`config.mk`:
```
export PLATFORM = sky130hd
export DESIGN_NAME = router_sync
export DESIGN_NICKNAME = d
export VERILOG_FILES = /design/src/rtl/router_pkg.sv /design/src/rtl/router_sync_timer.sv /design/src/rtl/router_sync.sv
export SDC_FILE = /design/constraint.sdc
export NUM_CORES = 1
export LEC_CHECK = 0
export ABC_AREA = 1
export BUFFER_PORTS_ARGS = -buffer_cell sky130_fd_sc_hd__buf_2
export CORE_MARGIN = 3
export CORE_UTILIZATION = 52
export CTS_CLUSTER_DIAMETER = 60
export CTS_CLUSTER_SIZE = 14
export DETAILED_ROUTE_END_ITERATION = 12
export GPL_TIMING_DRIVEN = 0
export PLACE_DENSITY = 0.74
export SLEW_MARGIN = 20
export SYNTH_ARGS = -nofsm -noshare
export SYNTH_HDL_FRONTEND = slang
export SYNTH_SLANG_ARGS = --single-unit
```
`constraint.sdc`:
```
create_clock -name clk -period 1.7 [get_ports clk]
set_clock_uncertainty 0.2 [all_clocks]
set_input_delay 0.17 -clock clk [delete_from_list [all_inputs] [get_ports clk]]
set_output_delay 0.17 -clock clk [all_outputs]
set_load 0.1 [all_outputs]
```
`src/rtl/router_pkg.sv`:
```
// Shared constants and helpers for the router output-steering stage.
// Address encodings follow the packet header bits [1:0].
package router_pkg;

   localparam int NUM_PORTS       = 3;
   localparam int TIMEOUT_DEFAULT = 30;
   localparam int CNT_W_DEFAULT   = 5;

   typedef logic [1:0] addr_t;

   localparam addr_t ADDR_P0      = 2'b00;
   localparam addr_t ADDR_P1      = 2'b01;
   localparam addr_t ADDR_P2      = 2'b10;
   localparam addr_t ADDR_INVALID = 2'b11;

   // One-hot port select; the invalid address selects nothing.
   function automatic logic [NUM_PORTS-1:0] addr_onehot(input addr_t addr);
      logic [NUM_PORTS-1:0] sel;
      sel = '0;
      case (addr)
         ADDR_P0: sel = 3'b001;
         ADDR_P1: sel = 3'b010;
         ADDR_P2: sel = 3'b100;
         default: sel = 3'b000;
      endcase
      return sel;
   endfunction

endpackage

```
`src/rtl/router_sync_timer.sv`:
```
// Per-port idle-data supervisor: pulses soft_reset for one cycle after
// TIMEOUT consecutive cycles of valid data that nobody reads.
module router_sync_timer
   import router_pkg::*;
#(
   parameter int TIMEOUT = TIMEOUT_DEFAULT,
   parameter int CNT_W   = CNT_W_DEFAULT
) (
   input  logic clk,
   input  logic reset,
   input  logic vld,
   input  logic rd,
   output logic soft_reset
);

   localparam logic [CNT_W-1:0] LP_LAST = CNT_W'(TIMEOUT - 1);

   logic [CNT_W-1:0] r_cnt;
   logic             r_soft_reset;

   // NOTE: state is updated with non-blocking assignments so every flop
   // samples pre-edge values regardless of statement order.
   always_ff @(posedge clk or negedge reset) begin
      if (!reset) begin
         r_cnt        <= '0;
         r_soft_reset <= 1'b0;
      end else if (!vld || rd) begin
         r_cnt        <= '0;
         r_soft_reset <= 1'b0;
      end else if (r_cnt == LP_LAST) begin
         r_cnt        <= '0;
         r_soft_reset <= 1'b1;
      end else begin
         r_cnt        <= r_cnt + 1'b1;
         r_soft_reset <= 1'b0;
      end
   end

   assign soft_reset = r_soft_reset;

endmodule

```
`src/rtl/router_sync.sv`:
```
// Address capture, write-enable steering and FIFO status supervision
// between the router controller and its three output FIFOs.
module router_sync
   import router_pkg::*;
#(
   parameter int TIMEOUT = TIMEOUT_DEFAULT,
   parameter int CNT_W   = CNT_W_DEFAULT
) (
   input  logic       clk,
   input  logic       reset,
   input  logic       detect_add,
   input  logic [1:0] data_in,
   input  logic       write_enb_reg,
   input  logic       read_enb_0,
   input  logic       read_enb_1,
   input  logic       read_enb_2,
   input  logic       empty_0,
   input  logic       empty_1,
   input  logic       empty_2,
   input  logic       full_0,
   input  logic       full_1,
   input  logic       full_2,
   output logic [2:0] write_enb,
   output logic       fifo_full,
   output logic       vld_out_0,
   output logic       vld_out_1,
   output logic       vld_out_2,
   output logic       soft_reset_0,
   output logic       soft_reset_1,
   output logic       soft_reset_2
);

   addr_t                r_addr;
   logic [NUM_PORTS-1:0] w_sel;
   logic [NUM_PORTS-1:0] w_full;
   logic [NUM_PORTS-1:0] w_vld;
   logic [NUM_PORTS-1:0] w_rd;
   logic [NUM_PORTS-1:0] w_soft_reset;

   // Soft resets clear FIFO contents only; the captured address survives.
   always_ff @(posedge clk or negedge reset) begin
      if (!reset) begin
         r_addr <= ADDR_P0;
      end else if (detect_add) begin
         r_addr <= data_in;
      end
   end

   assign w_sel     = addr_onehot(r_addr);
   assign w_full    = {full_2, full_1, full_0};
   assign w_rd      = {read_enb_2, read_enb_1, read_enb_0};
   assign w_vld     = ~{empty_2, empty_1, empty_0};

   assign write_enb = w_sel & {NUM_PORTS{write_enb_reg}};
   assign fifo_full = |(w_sel & w_full);

   assign vld_out_0 = w_vld[0];
   assign vld_out_1 = w_vld[1];
   assign vld_out_2 = w_vld[2];

   for (genvar g = 0; g < NUM_PORTS; g++) begin : g_timer
      router_sync_timer #(
         .TIMEOUT (TIMEOUT),
         .CNT_W   (CNT_W)
      ) u_timer (
         .clk        (clk),
         .reset      (reset),
         .vld        (w_vld[g]),
         .rd         (w_rd[g]),
         .soft_reset (w_soft_reset[g])
      );
   end

   assign soft_reset_0 = w_soft_reset[0];
   assign soft_reset_1 = w_soft_reset[1];
   assign soft_reset_2 = w_soft_reset[2];

endmodule

```
==> results of run 1 <==
==> what timing repair did <==
item                                    4_1_cts  5_1_grt
endpoints found under the setup margin        4        5
hold endpoints to repair                     28        0
gates resized for setup                       5        8
pin swaps                                     0        0
hold buffers                                 13        0
==> where the power goes <==
group          switching (mW)  total, mW  internal, mW
sequential             0.0154      0.502         0.486
combinational           0.149      0.225        0.0763
clock                   0.129      0.211        0.0824
==> per-layer routing <==
layer  track usage  up-vias  wire [um]
met5             0        -          0
met4        0.0786        0         17
met3        0.0372        2         65
met2         0.303       19       1020
met1         0.193      377        843
li1              -      439          -
==> path summary, 6_finish.rpt <==
| kind | from | end | slack, ns | depth (start not counted) |
|---|---|---|---|---|
| setup / recovery | r_addr[1] | fifo_full | 0.08 | 4 |
| hold / removal | reset | g_timer[2].u_timer.soft_reset | 0.15 | 2 |
| setup reg to reg | g_timer[2].u_timer.r_cnt[0] | g_timer[2].u_timer.r_cnt[3] | 0.40 | 6 |
| hold reg to reg | g_timer[1].u_timer.r_cnt[0] | g_timer[1].u_timer.r_cnt[0] | 0.31 | 1 |
| max in group asynchronous | reset | g_timer[0].u_timer.r_cnt[0] | 0.84 | 2 |
| min in group clk | g_timer[1].u_timer.r_cnt[0] | g_timer[1].u_timer.r_cnt[0] | 0.31 | 1 |
==> kinds of logic after synthesis <==
kind of cell	Yosys count
adders and majority gates	6
xor gates and xnor gates	3
DFF	20
buffers and inverters	21
and+or+nand+nor	60
AOI/OAI and AO/OA	5
==> flip-flops by register name, indices dropped and copies added (netlist names) <==
| signal | count |
|---|---|
| r_addr | 2 |
| g_timer.u_timer.r_cnt | 15 |
| g_timer.u_timer.soft_reset | 3 |
==> per-stage QoR <==
| step | instance area (um2) | total power [mW] | cells | utilization |
|---|---|---|---|---|
| 6_report | 1460 | 0.938 | 182 | 0.736 |
| 5_1_grt | 1460 | 0.985 | 182 | 0.736 |
| 4_1_cts | 1440 | 0.939 | 182 | 0.725 |
| 3_5_place_dp | 1270 | 0.694 | 166 | 0.641 |
| 3_3_place_gp | 1270 | 0.689 | 166 | 0.641 |
| 2_1_floorplan | 1120 | 0.639 | 115 | - |
==> cells in the final DEF (no fill, tap or decap), types with 5 or more instances in the layout <==
cell type	instances
nand2_1	14
dlygate4sd3_1	13
dfrtp_1	20
inv_1	16
nor3_2	6
nor2_2	9
buf_2	18
nor2_1	6
nand2_4	6
inv_2	5
clkbuf_4	5
ha_1	6
nand3_1	10
==> area by class of cell <==
type	count	area (um2)
clock buffer	3	22.5
fill	141	523
inverter	21	78.8
sequential	20	500
timing repair buffer	37	285
tap	27	33.8
multi-input combinational	74	538
==> impl_metrics.json, run 1 <==
{
  "status": "finished clean",
  "avgSynthCellArea_um2": 9.59,
  "die_h_um": 52.0,
  "pin_count": 25,
  "critPathTopFamily": "flip-flops",
  "synth_cells": 115,
  "seq_area_frac_synth": 0.454,
  "setup_tns_ns": 0,
  "gp_congestion": 0.703,
  "synth_top_family_by_area": "simple AND/OR/NAND/NOR gates",
  "synth_fa_ha_area_frac": 0.0681,
  "synthMuxAreaShare": 0,
  "ys_seq_elements": 20,
  "grt_pass1_wl_um": 3320,
  "die_w_um": 52.0,
  "wl_per_cell_um": 10.7,
  "slew_headroom": 0.675,
  "grt_pass1_vias": 807,
  "grt_setup_unrepaired": "false",
  "cp_num_buf_inv": 2,
  "synth_area_um2": 1100,
  "synthSimpleGateAreaFrac": 0.350,
  "p_per_area_nw_per_um2": 643,
  "cts_setup_buffers": 0,
  "cp_data_arrival_time_ns": 1.25,
  "path_clk_slew_ns": 0.10,
  "ir_drop_v": 0.000474,
  "drtPass1Iterations": 5,
  "whs_ns": 0.148,
  "viasPerCell": 4.60,
  "setup_ws_ns": 0.0760,
  "rows": 16,
  "cts_buffer_depth": 2,
  "preCtsSetupSlack_ns": 0.190,
  "cp.required_ns": 1.33,
  "grt_remaining_overflow": 0,
  "clk_latency_ns": 0.29,
  "syn_nets": 136,
  "period_share": 0.955,
  "crit_type": "flip-flop to output pin",
  "synth_top_area_share": 0.454,
  "synth_xor_area_frac": 0.0238,
  "worst_path_max_delay_cell": "dfrtp_1",
  "wl_um": 1940,
  "drive_above_1_share": 0.400,
  "finalNetCount": 178,
  "finalHoldViolations": 0,
  "synth-compound-area-share": 0.0329,
  "fin_crit_ns": 1.62,
  "antenna_found_initial": 0,
  "worst_pin_slew_ns": 0.490,
  "p_leak_nw": 0.750,
  "synth_top_cell_by_area": "dfrtp_1",
  "drv_slew": 0,
  "fp.dieArea_um2": 2710,
  "core-area_um2": 1980,
  "synth_cell_types": 18,
  "cts_tree": "done",
  "synth_area_leaders": "dfrtp_1, ha_1, inv_1",
  "hp-class": "input port to async pin",
  "drt-initial-drc-count": 11,
  "critPathMostFrequentCell": "nand3_1",
  "ys.warnings.count": 0,
  "grt_util_all_layers": 0.171,
  "area_growth_syn_to_layout_pct": 32.3,
  "diodes": 0,
  "grt_max_degree": 21,
  "synth_most_common_cell": "dfrtp_1",
  "critical_path.max_stage_delay_ns": 0.46,
  "fmax_ghz": 0.616,
  "synth_common_cells": "dfrtp_1, inv_1, nand2_1",
  "clockRootBuffer": "clkbuf_4",
  "vias": 837,
  "hpwl_um": 1420,
  "path_cells": "inv_2 -> nand3_1 -> nand3_1 -> buf_12",
  "cts-buffers-inserted": 3,
  "setup-violations-final": 0,
  "postRouteAntennaNets": 0,
  "synth-edff-count": 0,
  "async_flop_share": 1.00,
  "cp_max_fo": 4,
  "synthFlopType": "dfrtp_1",
  "cp-start-kind": "flip-flop",
  "cts_sinks": 20,
  "critPathCaptureType": "output pin",
  "ctsHtreeMaxLevel": 1,
  "maxCapViolCount": 0,
  "port_buffers": 24,
  "initial_core_util": 0.556,
  "drc_errors": 0
}
No activity file was read; power rests on OpenSTA's default activity.
==> run 2: changes to the inputs <==
CAP_MARGIN = 0   (was unset)
GPL_TIMING_DRIVEN = unset   (was 0)
==> run 2 against run 1 <==
Net effect: critical path depth shrank 1; wire length rose by 5.5%; setup slack got worse by 0.038 ns; global-route usage decreased by 0.13 points; power rose by 1.3%; final area rose by 1.8%; register-to-register slack worse by 0.02 ns; clock power about the same; worst hold slack worse by 0.0055 ns; count of clock-buffer cells in the layout unchanged; critical path type unchanged; critical endpoint is now write_enb[1]; largest power group unchanged; highest routed layer unchanged.
==> impl_metrics.json, run 2 (same netlist as run 1, synthesis figures left out) <==
{
  "status": "finished clean",
  "drive_above_1_share": 0.413,
  "fmax_ghz": 0.602,
  "preCtsSetupSlack_ns": 0.317,
  "power.internal_mw": 0.652,
  "initial_core_util": 0.556,
  "drv_slew": 0,
  "power.share.sequential": 0.529,
  "clk_latency_ns": 0.29,
  "die_w_um": 52.0,
  "drtPass1Iterations": 4,
  "p_leak_nw": 0.759,
  "wl_per_cell_um": 11.3,
  "final_common_cell": "dfrtp_1",
  "cts_buffer_depth": 2,
  "pin_count": 25,
  "fin_crit_ns": 1.66,
  "antenna_found_initial": 0,
  "cts-buffers-inserted": 3,
  "worst_path_max_delay_cell": "dfrtp_1",
  "critical_path.max_stage_delay_ns": 0.46,
  "p_per_area_nw_per_um2": 640,
  "critPathCaptureType": "output pin",
  "cp_data_arrival_time_ns": 1.29,
  "crit_type": "flip-flop to output pin",
  "finish.utilization": 0.749,
  "gp_congestion": 0.740,
  "clockRootBuffer": "clkbuf_4",
  "cp-start-kind": "flip-flop",
  "grt_max_degree": 21,
  "finalHoldViolations": 0,
  "area_growth_syn_to_layout_pct": 34.7,
  "p_comb_frac": 0.247,
  "largest_register": "g_timer.u_timer.r_cnt",
  "finalNetCount": 178,
  "hp-class": "input port to async pin",
  "grt_pass1_wl_um": 3370,
  "die_h_um": 52.0,
  "drt-initial-drc-count": 20,
  "sw_frac_of_total": 0.314,
  "wl_um": 2050,
  "cts_setup_buffers": 0,
  "path_cells": "inv_2 -> nor3_2 -> buf_12",
  "diodes": 0,
  "whs_ns": 0.142,
  "fp.dieArea_um2": 2710,
  "setup-violations-final": 0,
  "final.fill_count": 142,
  "port_buffers": 24,
  "dp_cells": 166,
  "fin_cells": 182,
  "grt_remaining_overflow": 0,
  "viasPerCell": 4.78,
  "period_share": 0.977,
  "path_clk_slew_ns": 0.10,
  "ctsHtreeMaxLevel": 1,
  "worst_pin_slew_ns": 0.492,
  "cp_max_fo": 4,
  "grt_util_all_layers": 0.170,
  "cts_sinks": 20,
  "mostFrequentLayoutCells": "dfrtp_1, buf_2, inv_1",
  "drc_errors": 0,
  "grt_pass1_vias": 866,
  "rows": 16,
  "ir_drop_v": 0.000548,
  "setup_ws_ns": 0.0384,
  "core-area_um2": 1980,
  "pwr-share-clk": 0.224,
  "hpwl_um": 1470,
  "slew_headroom": 0.674,
  "maxCapViolCount": 0,
  "cp_num_buf_inv": 2,
  "critPathTopFamily": "flip-flops",
  "cp.required_ns": 1.33,
  "postRouteAntennaNets": 0,
  "vias": 870,
  "p_sw_mw": 0.298,
  "cts_tree": "done",
  "largest_register_ffs": 15
}
[run 2: layout make-up]
type,count,area (um2),area share
well taps,27,33.8,0.0227
multi-input cells,74,543,0.366
repair buffers,37,305,0.206
flip-flops and latches,20,502,0.338
inverters,21,78.8,0.0531
clock buffers,3,22.5,0.0152
[run 2: path summary, 6_finish.rpt]
check                                       startpoint                       endpoint  slack, ns  cells after the start
max in group asynchronous                        reset                      r_addr[1]       0.82                      2
min in group clk           g_timer[1].u_timer.r_cnt[0]    g_timer[1].u_timer.r_cnt[0]       0.31                      1
setup / recovery                             r_addr[0]                   write_enb[1]       0.04                      3
hold / removal                                   reset  g_timer[2].u_timer.soft_reset       0.14                      2
setup reg to reg           g_timer[2].u_timer.r_cnt[0]    g_timer[2].u_timer.r_cnt[3]       0.38                      6
hold reg to reg            g_timer[1].u_timer.r_cnt[0]    g_timer[1].u_timer.r_cnt[0]       0.31                      1
[run 2: power by group through the flow]
stage / Sequential, mW / Combinational (mW) / Clock (mW)
after floorplan: 0.507 / 0.132 / 0
final: 0.502 / 0.235 / 0.213
after global placement: 0.509 / 0.203 / 0
after CTS: 0.501 / 0.231 / 0.220
after global routing: 0.504 / 0.249 / 0.237
after detailed placement: 0.510 / 0.207 / 0
[run 2: metal layers]
metal / wire [um] / GRT usage / vias to the layer above
li1: - / - / 442
met1: 889 / 0.189 / 405
met3: 63 / 0.0344 / 6
met5: 0 / 0 / -
met4: 44 / 0.0742 / 0
met2: 1050 / 0.308 / 17
[run 2: worst register-to-register path: stages (launching register included)]
cell     delay (ns)
dfrtp_1        0.45
ha_1           0.22
nand2_1        0.06
inv_1          0.06
nand2_4        0.09
nand2_4        0.07
a21oi_2        0.11
[run 2: metrics by stage]
step / power, mW / setup TNS, ns / cell area (um2)
2_1_floorplan: 0.639 / -1.02 / 1120
5_1_grt: 0.991 / -0.00601 / 1490
3_5_place_dp: 0.717 / 0 / 1320
4_1_cts: 0.952 / 0 / 1470
3_3_place_gp: 0.711 / 0 / 1320
6_report: 0.950 / 0 / 1490
[run 2: timing repair]
action                                 4_1_cts  5_1_grt
hold buffers                                13        0
gates resized for setup                      1        7
setup endpoints to repair                    1        6
pin swaps                                    0        0
endpoints found under the hold margin       32        0
==> run 3: changes to the inputs <==
CORE_MARGIN = unset   (was 3)
SETUP_SLACK_MARGIN = 0.4   (was unset)
==> run 3 against run 2 <==
Net effect: register-to-register slack better by 0.02 ns; critical path type unchanged; sequential share of layout area down 2.7 points; highest routed layer unchanged; largest power group unchanged; fmax up 0.22%.
==> impl_metrics.json, run 3 (same netlist as run 1, synthesis figures left out) <==
{
  "crit_type": "flip-flop to output pin",
  "p_per_area_nw_per_um2": 622,
  "worst_pin_slew_ns": 0.484,
  "initial_core_util": 0.556,
  "rows": 16,
  "core-area_um2": 1980,
  "sw_frac_of_total": 0.335,
  "finalNetCount": 180,
  "largest_register": "g_timer.u_timer.r_cnt",
  "mostFrequentLayoutCells": "buf_2, dfrtp_1, inv_1",
  "worst_path_max_delay_cell": "dfrtp_2",
  "power_mw": 1.01,
  "slew_headroom": 0.680,
  "cp_num_buf_inv": 2,
  "fp.dieArea_um2": 2310,
  "r2r_start": "g_timer[2].u_timer.r_cnt[1]",
  "finalHoldViolations": 0,
  "p_comb_frac": 0.258,
  "cts_sinks": 20,
  "power.share.sequential": 0.502,
  "setup-violations-final": 0,
  "die_h_um": 48.0,
  "cp_data_arrival_time_ns": 1.29,
  "drc_errors": 0,
  "antenna_found_initial": 0,
  "period_share": 0.975,
  "maxCapViolCount": 0,
  "port_buffers": 24,
  "cts_tree": "done",
  "gp_congestion": 0.735,
  "reg2reg_depth": 7,
  "p_leak_nw": 0.778,
  "cp_max_fo": 4,
  "critical_path.max_stage_delay_ns": 0.50,
  "hp-class": "input port to async pin",
  "ir_drop_v": 0.000466,
  "r2r_slack_ns": 0.40,
  "clk_latency_ns": 0.31,
  "dp_cells": 166,
  "wl_um": 2170,
  "power.internal_mw": 0.675,
  "pin_count": 25,
  "status": "finished clean",
  "grt_util_all_layers": 0.200,
  "grt_remaining_overflow": 0,
  "largest_register_ffs": 15,
  "critPathTopFamily": "flip-flops",
  "cts_buffer_depth": 2,
  "die_w_um": 48.0,
  "vias": 880,
  "whs_ns": 0.120,
  "pwr-share-clk": 0.240,
  "setup_tns_ns": 0,
  "drv_slew": 0,
  "grt_setup_unrepaired": "true",
  "fin_crit_ns": 1.66,
  "clockRootBuffer": "clkbuf_4",
  "cp.required_ns": 1.33,
  "grt_pass1_vias": 789,
  "grt_pass1_wl_um": 3130,
  "ctsHtreeMaxLevel": 1,
  "path_cells": "inv_4 -> nand3_2 -> nand3_4 -> buf_12",
  "timing.rr.end": "g_timer[2].u_timer.r_cnt[3]",
  "path_clk_slew_ns": 0.13,
  "wl_per_cell_um": 11.8,
  "postRouteAntennaNets": 0,
  "fin_cells": 185,
  "viasPerCell": 4.76,
  "drtPass1Iterations": 4,
  "cts-buffers-inserted": 3,
  "drive_above_1_share": 0.570,
  "p_sw_mw": 0.340,
  "area_growth_syn_to_layout_pct": 48.1,
  "grt_max_degree": 21,
  "hpwl_um": 1410,
  "final_common_cell": "buf_2",
  "critPathCaptureType": "output pin",
  "diodes": 0,
  "drt-initial-drc-count": 9,
  "fmax_ghz": 0.603,
  "cp-start-kind": "flip-flop"
}
## run 3: cell count changes in the layout (fill, tap and decap cells not counted), moves of 3 or more
cell	before	now
nand2_2	0	3
ha_1	6	2
clkbuf_4	6	3
dfrtp_1	19	15
buf_4	1	5
nor3_2	6	3
nand2_1	14	11
inv_1	16	12
dlygate4sd3_1	13	10
nand3_1	9	5
nor3_4	0	3
dfrtp_2	1	5
nand3_2	4	7
## run 3: power groups by stage
stage | Combinational [mW] | Sequential (mW) | Clock (mW)
3_3_place_gp | 0.220 | 0.514 | 0
5_1_grt | 0.279 | 0.512 | 0.265
3_5_place_dp | 0.224 | 0.515 | 0
2_1_floorplan | 0.142 | 0.512 | 0
4_1_cts | 0.248 | 0.507 | 0.243
6_report | 0.262 | 0.510 | 0.243
## run 3: metal layers
metal	wire (um)	vias to the layer above	GRT usage
met3	41	2	0.0340
met1	956	423	0.242
met2	1160	10	0.357
met4	13	0	0.0667
met5	0	-	0
li1	-	445	-
## run 3: cell type report
class / count / area, um2
multi-input cells: 74 / 642
flip-flops and latches: 20 / 507
fillers: 127 / 349
repair buffers: 39 / 340
inverters: 21 / 83.8
well taps: 27 / 33.8
clock buffers: 4 / 26.3
## run 3: worst max-delay path by stage
stage	from	to	slack (ns)	depth (start not counted)
after CTS	r_addr[1]	fifo_full	0.06	4
final	r_addr[1]	fifo_full	0.04	4
after global placement	r_addr[1]	fifo_full	0.40	4
after detailed placement	r_addr[1]	fifo_full	0.37	4
after floorplan	r_addr[1]	write_enb[2]	0.03	2
after global routing	r_addr[1]	fifo_full	0.008	4
## run 3: worst register-to-register path, cell delays in order, from the launching register on
cell and delay (ns):
dfrtp_1 0.43, inv_1 0.07, ha_2 0.16, nand2_2 0.05, inv_2 0.06, nand2_4 0.07
nand2_4 0.11, a21oi_2 0.04
## run 3: metrics by stage
step | instance area [um2] | util | setup WS (ns)
2_1_floorplan | 1150 | - | 0.0349
3_3_place_gp | 1370 | 0.689 | 0.399
3_5_place_dp | 1370 | 0.689 | 0.369
4_1_cts | 1530 | 0.774 | 0.0586
5_1_grt | 1630 | 0.824 | 0.00834
6_report | 1630 | 0.824 | 0.0421
## run 3: repair_timing
action	4_1_cts	5_1_grt
resized for setup	10	23
setup buffers	1	4
pin swaps	2	11
hold endpoints to repair	31	0
endpoints found under the setup margin	8	21
hold buffers	10	0
